**src/rtl/des_sbox_sched.sv**
```systemverilog
// Shares one combinational 6-to-4 S-box lookup across the 8 DES substitutions of a round,
// one chunk per cycle, and returns the assembled 32-bit word over a valid/ready handshake.
module des_sbox_sched #(
    parameter int NUM_BOX = 8,
    parameter int IN_W    = 6,
    parameter int OUT_W   = 4
) (
    input  logic                     clk,
    input  logic                     rst,
    input  logic                     flush,
    input  logic                     in_valid,
    output logic                     in_ready,
    input  logic [NUM_BOX*IN_W-1:0]  in_data,
    output logic [2:0]               sbox_sel,
    output logic [IN_W-1:0]          sbox_in,
    input  logic [OUT_W-1:0]         sbox_out,
    output logic                     out_valid,
    input  logic                     out_ready,
    output logic [NUM_BOX*OUT_W-1:0] out_data,
    output logic                     busy,
    output logic [1:0]               dbg_state
);
    localparam int CNT_W = $clog2(NUM_BOX);

    localparam logic [1:0] S_IDLE = 2'd0;
    localparam logic [1:0] S_RUN  = 2'd1;
    localparam logic [1:0] S_DONE = 2'd2;

    // Handshakes: a word moves on an edge where valid and ready are both high;
    // valid holds its data until taken, ready never waits on valid.
    logic [1:0]               r_state;
    logic [1:0]               w_nxt_state;
    logic [CNT_W-1:0]         r_cnt;
    logic [NUM_BOX*IN_W-1:0]  r_word;
    logic [NUM_BOX*OUT_W-1:0] r_out;
    logic                     r_in_ready;
    logic                     r_out_valid;
    logic                     w_accept;
    logic                     w_last;
    logic [CNT_W-1:0]         w_slot;

    assign w_accept = (r_state == S_IDLE) && r_in_ready && in_valid;
    assign w_last   = (r_cnt == CNT_W'(NUM_BOX - 1));
    // Chunk/nibble 0 lives at the MSB end, so the bit slot counts down as cnt counts up.
    assign w_slot   = CNT_W'(NUM_BOX - 1) - r_cnt;

    always_comb begin
        w_nxt_state = r_state;
        case (r_state)
            S_IDLE:  if (w_accept)  w_nxt_state = S_RUN;
            S_RUN:   if (w_last)    w_nxt_state = S_DONE;
            S_DONE:  if (out_ready) w_nxt_state = S_IDLE;
            default: w_nxt_state = S_IDLE;
        endcase
        if (flush) w_nxt_state = S_IDLE;
    end

    always_ff @(posedge clk or posedge rst) begin
        if (rst) begin
            r_state     <= S_IDLE;
            r_cnt       <= '0;
            r_word      <= '0;
            r_out       <= '0;
            r_in_ready  <= 1'b0;
            r_out_valid <= 1'b0;
        end else begin
            r_state     <= w_nxt_state;
            r_in_ready  <= (w_nxt_state == S_IDLE);
            r_out_valid <= (w_nxt_state == S_DONE);
            if (flush) begin
                r_cnt <= '0;
            end else if (w_accept) begin
                r_word <= in_data;
                r_cnt  <= '0;
            end else if (r_state == S_RUN) begin
                r_out[w_slot*OUT_W +: OUT_W] <= sbox_out;
                r_cnt <= w_last ? '0 : r_cnt + 1'b1;
            end
        end
    end

    always_comb begin
        sbox_sel = '0;
        sbox_in  = '0;
        if (r_state == S_RUN) begin
            sbox_sel = 3'(r_cnt);
            sbox_in  = r_word[w_slot*IN_W +: IN_W];
        end
    end

    assign in_ready  = r_in_ready;
    assign out_valid = r_out_valid;
    assign out_data  = r_out;
    assign busy      = (r_state != S_IDLE);
    assign dbg_state = r_state;
endmodule

```
**config.mk**
```make
export PLATFORM = sky130hd
export DESIGN_NAME = des_sbox_sched
export DESIGN_NICKNAME = d
export VERILOG_FILES = /design/src/rtl/des_sbox_sched.sv
export SDC_FILE = /design/constraint.sdc
export NUM_CORES = 1
export LEC_CHECK = 0
export BUFFER_PORTS_ARGS = -buffer_cell sky130_fd_sc_hd__buf_4
export CAP_MARGIN = 20
export CORE_ASPECT_RATIO = 1.5
export CORE_UTILIZATION = 55
export CTS_CLUSTER_DIAMETER = 150
export DETAILED_ROUTE_END_ITERATION = 6
export PLACE_DENSITY_LB_ADDON = 0.3
export RECOVER_POWER = 25
export SLEW_MARGIN = 30
export SYNTH_ARGS = -nofsm -noshare
export SYNTH_HDL_FRONTEND = slang
export SYNTH_SLANG_ARGS = --single-unit
```
**constraint.sdc**
```tcl
create_clock -name clk -period 6.6 [get_ports clk]
set_input_delay 1.32 -clock clk [delete_from_list [all_inputs] [get_ports clk]]
set_output_delay 1.32 -clock clk [all_outputs]
set_load 0.01 [all_outputs]
```
==> results.py <==
metrics = {
    "outcome": {
        "status": "finished with violations",
        "violations": "max-capacitance violations, max-slew violations",
    },
    "floorplanning": {
        "die_w_um": 71.64,
        "rows": 37,
        "start_util_pct": 57.62,
        "ios": 103,
        "fp.dieH_um": 106.5,
        "dieArea_mm2": 0.007627,
        "core_mm2": 0.006944,
    },
    "route": {
        "drt_iter0_drc": 150,
        "wl_mm": 8.450,
        "vias": 2696,
        "wl_per_cell_um": 17.53,
        "remaining_drc_errors": 0,
        "ant_nets": 0,
        "drt_pass1_iterations": 4,
        "routed_via_density": 5.593,
    },
    "cts": {
        "cts_tree": "built",
        "clk_pin_slew_ps": 80,
        "htree_levels": 3,
        "cts.sinks": 87,
        "cts_setup_buffers": 0,
        "ctsResizeCount": 0,
        "numCtsBuffers": 9,
        "ctsHoldBuffers": 0,
        "insertion_delay_ps": 360,
        "clock_path_buffers": 2,
        "clockRootBuffer": "clkbuf_8",
    },
    "worst_setup_path": {
        "reg2reg_from": "r_cnt[1]",
        "setup.worst_path.start": "r_cnt[1]",
        "worstSetupPathType": "reg -> out",
        "cp.required_ps": 5280,
        "arrival_ps": 3080,
        "end_kind": "output port",
        "path_max_fanout": 31,
        "cp-start-kind": "flop",
    },
    "yosys": {
        "synthMuxAreaShare_pct": 28.67,
        "async_reset_ff_share_pct": 100.0,
        "netlist_instances": 296,
        "yosysTopAreaCellShare_pct": 54.41,
        "synth_xor_area_share_pct": 0,
        "synthTopCellsByArea": "dfrtp_1 54%, mux2_2 21%, mux2i_1 7.0%",
        "yosysSeqAreaShare_pct": 54.41,
        "synth-simple-area-share_pct": 8.724,
        "synth_fa_ha_area_share_pct": 1.876,
        "syn_area_mm2": 0.004001,
        "ys_types": 33,
        "yosysWarnings": 0,
        "syn-num-nets": 359,
        "synth_top_family_by_area": "multiplexers",
        "syn_avg_cell_area_um2": 13.52,
        "yosys_most_used_dff": "dfrtp_1",
        "yosys.area.top_type": "dfrtp_1",
        "synth-edff-count": 0,
        "synth-compound-area-share_pct": 3.283,
        "synth-seq-cells": 87,
    },
    "final_layout": {
        "finish.utilization_pct": 71.55,
        "fin_area_mm2": 0.004969,
        "layout_commonest_cell": "buf_4",
        "layout-drive-gt1-share_pct": 49.26,
        "antenna_cells": 0,
        "syn2layout_area_growth_pct": 24.17,
        "nNetsFinal": 462,
        "layout_common_cells": "102 x buf_4, 87 x dfrtp_1, 73 x mux2_2, 28 x mux2i_1, 12 x a22oi_1",
    },
    "power": {
        "powerDensity_mw_per_mm2": 271.3,
        "max-vdd-ir-drop_v": 0.0001994,
        "finalPower_mw": 1.348,
        "p_leak_nw": 2.410,
    },
    "placed_design": {
        "placed_cell_area_mm2": 0.004797,
        "io_buffer_count": 102,
        "hpwlAfterDp_mm": 6.281,
        "place_congestion": 0.7887,
    },
    "timing": {
        "slew_violations": 32,
        "max_slew_margin_pct": -34.47,
        "fin_setup_tns_ps": 0,
        "hold_viol_final": 0,
        "fmax_mhz": 227.5,
        "finClkSkew_ps": 6.193,
        "rsz0062_at_grt": "false",
        "post-route-period-util_pct": 66.60,
        "setup_viol": 0,
        "hold_ws_ps": 495.2,
        "worst-slew-pin-transition_ps": 2017,
        "final_period_minus_worst_setup_slack_ps": 4395,
    },
    "global_route": {
        "grt_pass1_wl_mm": 13.49,
        "grt_use_total_pct": 24.06,
        "grt_pass1_vias": 2879,
        "antenna_found_initial": 0,
        "grt_start_max_net_pins": 88,
        "grt-ovfl-total": 0,
    },
    "job": {
        "cap_violations": 1,
    },
    "worst_hold_path": {
        "hp-class": "reg -> reg",
        "hp-start": "r_word[46]",
    },
}
final timing paths:
path	slack, ps	cells past startpoint	end
setup / recovery	2200	5	sbox_in[4]
hold / removal	500	1	r_word[46]
setup reg to reg	2910	6	out_data[3]
hold reg to reg	500	1	r_word[46]
max in group asynchronous	4870	3	r_word[7]
min in group asynchronous	1200	3	out_valid
flip-flops by register name, indices dropped and copies added (netlist names):
register and cells:
out_data 32, in_ready 1, out_valid 1, r_word 48, dbg_state 2, r_cnt 3
cell families (layout without fill, tap and decap cells):
group / Yosys count / count (layout)
AOI/OAI and AO/OA: 18 / 18
buffers and inverters: 20 / 128
and+or+nand+nor: 60 / 60
DFF: 87 / 87
adders and majority gates: 6 / 6
muxes: 105 / 105
metal layers:
layer  vias to the layer above  track usage, %  wire [µm]
li1                       1268               -          -
met1                      1350           25.03       3119
met2                        73           45.15       4863
met3                         5           6.635        379
met4                         0           8.403         88
met5                         -               0          0
metrics by stage:
| step | instances | setup slack (ps) |
|---|---|---|
| after floorplan | 296 | 3030 |
| after global placement | 466 | 3761 |
| after detailed placement | 466 | 3752 |
| after CTS | 482 | 3345 |
| after global routing | 482 | 2057 |
| final | 482 | 2205 |
power breakdown:
group / leakage, nW / internal, mW / total [mW] / switching, mW
combinational: 1.24 / 0.175 / 0.304 / 0.129
clock: 0.0959 / 0.155 / 0.332 / 0.177
sequential: 1.08 / 0.643 / 0.712 / 0.0684
synth_stat cells (4+ instances only):
master and n:
and3_1 8, buf_6 5, nor2_1 11, buf_2 4, nor2b_1 4, mux2_1 4, mux2_2 73, nand2b_1 6
mux2i_1 28, nand3_1 7, dfrtp_1 87, a22oi_1 12, inv_1 7, nand2_1 7, ha_1 6, nor3_1 6
critical path: stages (launching register included):
cell and delay, ps:
dfrtp_1 320, clkbuf_1 1440, mux2i_1 300, a22oi_1 330
and3_1 200, buf_4 120
layout make-up:
class | count | area [µm²]
sequential | 87 | 2177
fill | 533 | 1976
multi-input combinational | 189 | 1703
timing repair buffer | 105 | 788.3
clock buffer | 12 | 155.1
tap | 78 | 97.59
inverter | 7 | 27.53
clock inverter | 4 | 20.02
No activity file was read; power rests on OpenSTA's default activity.
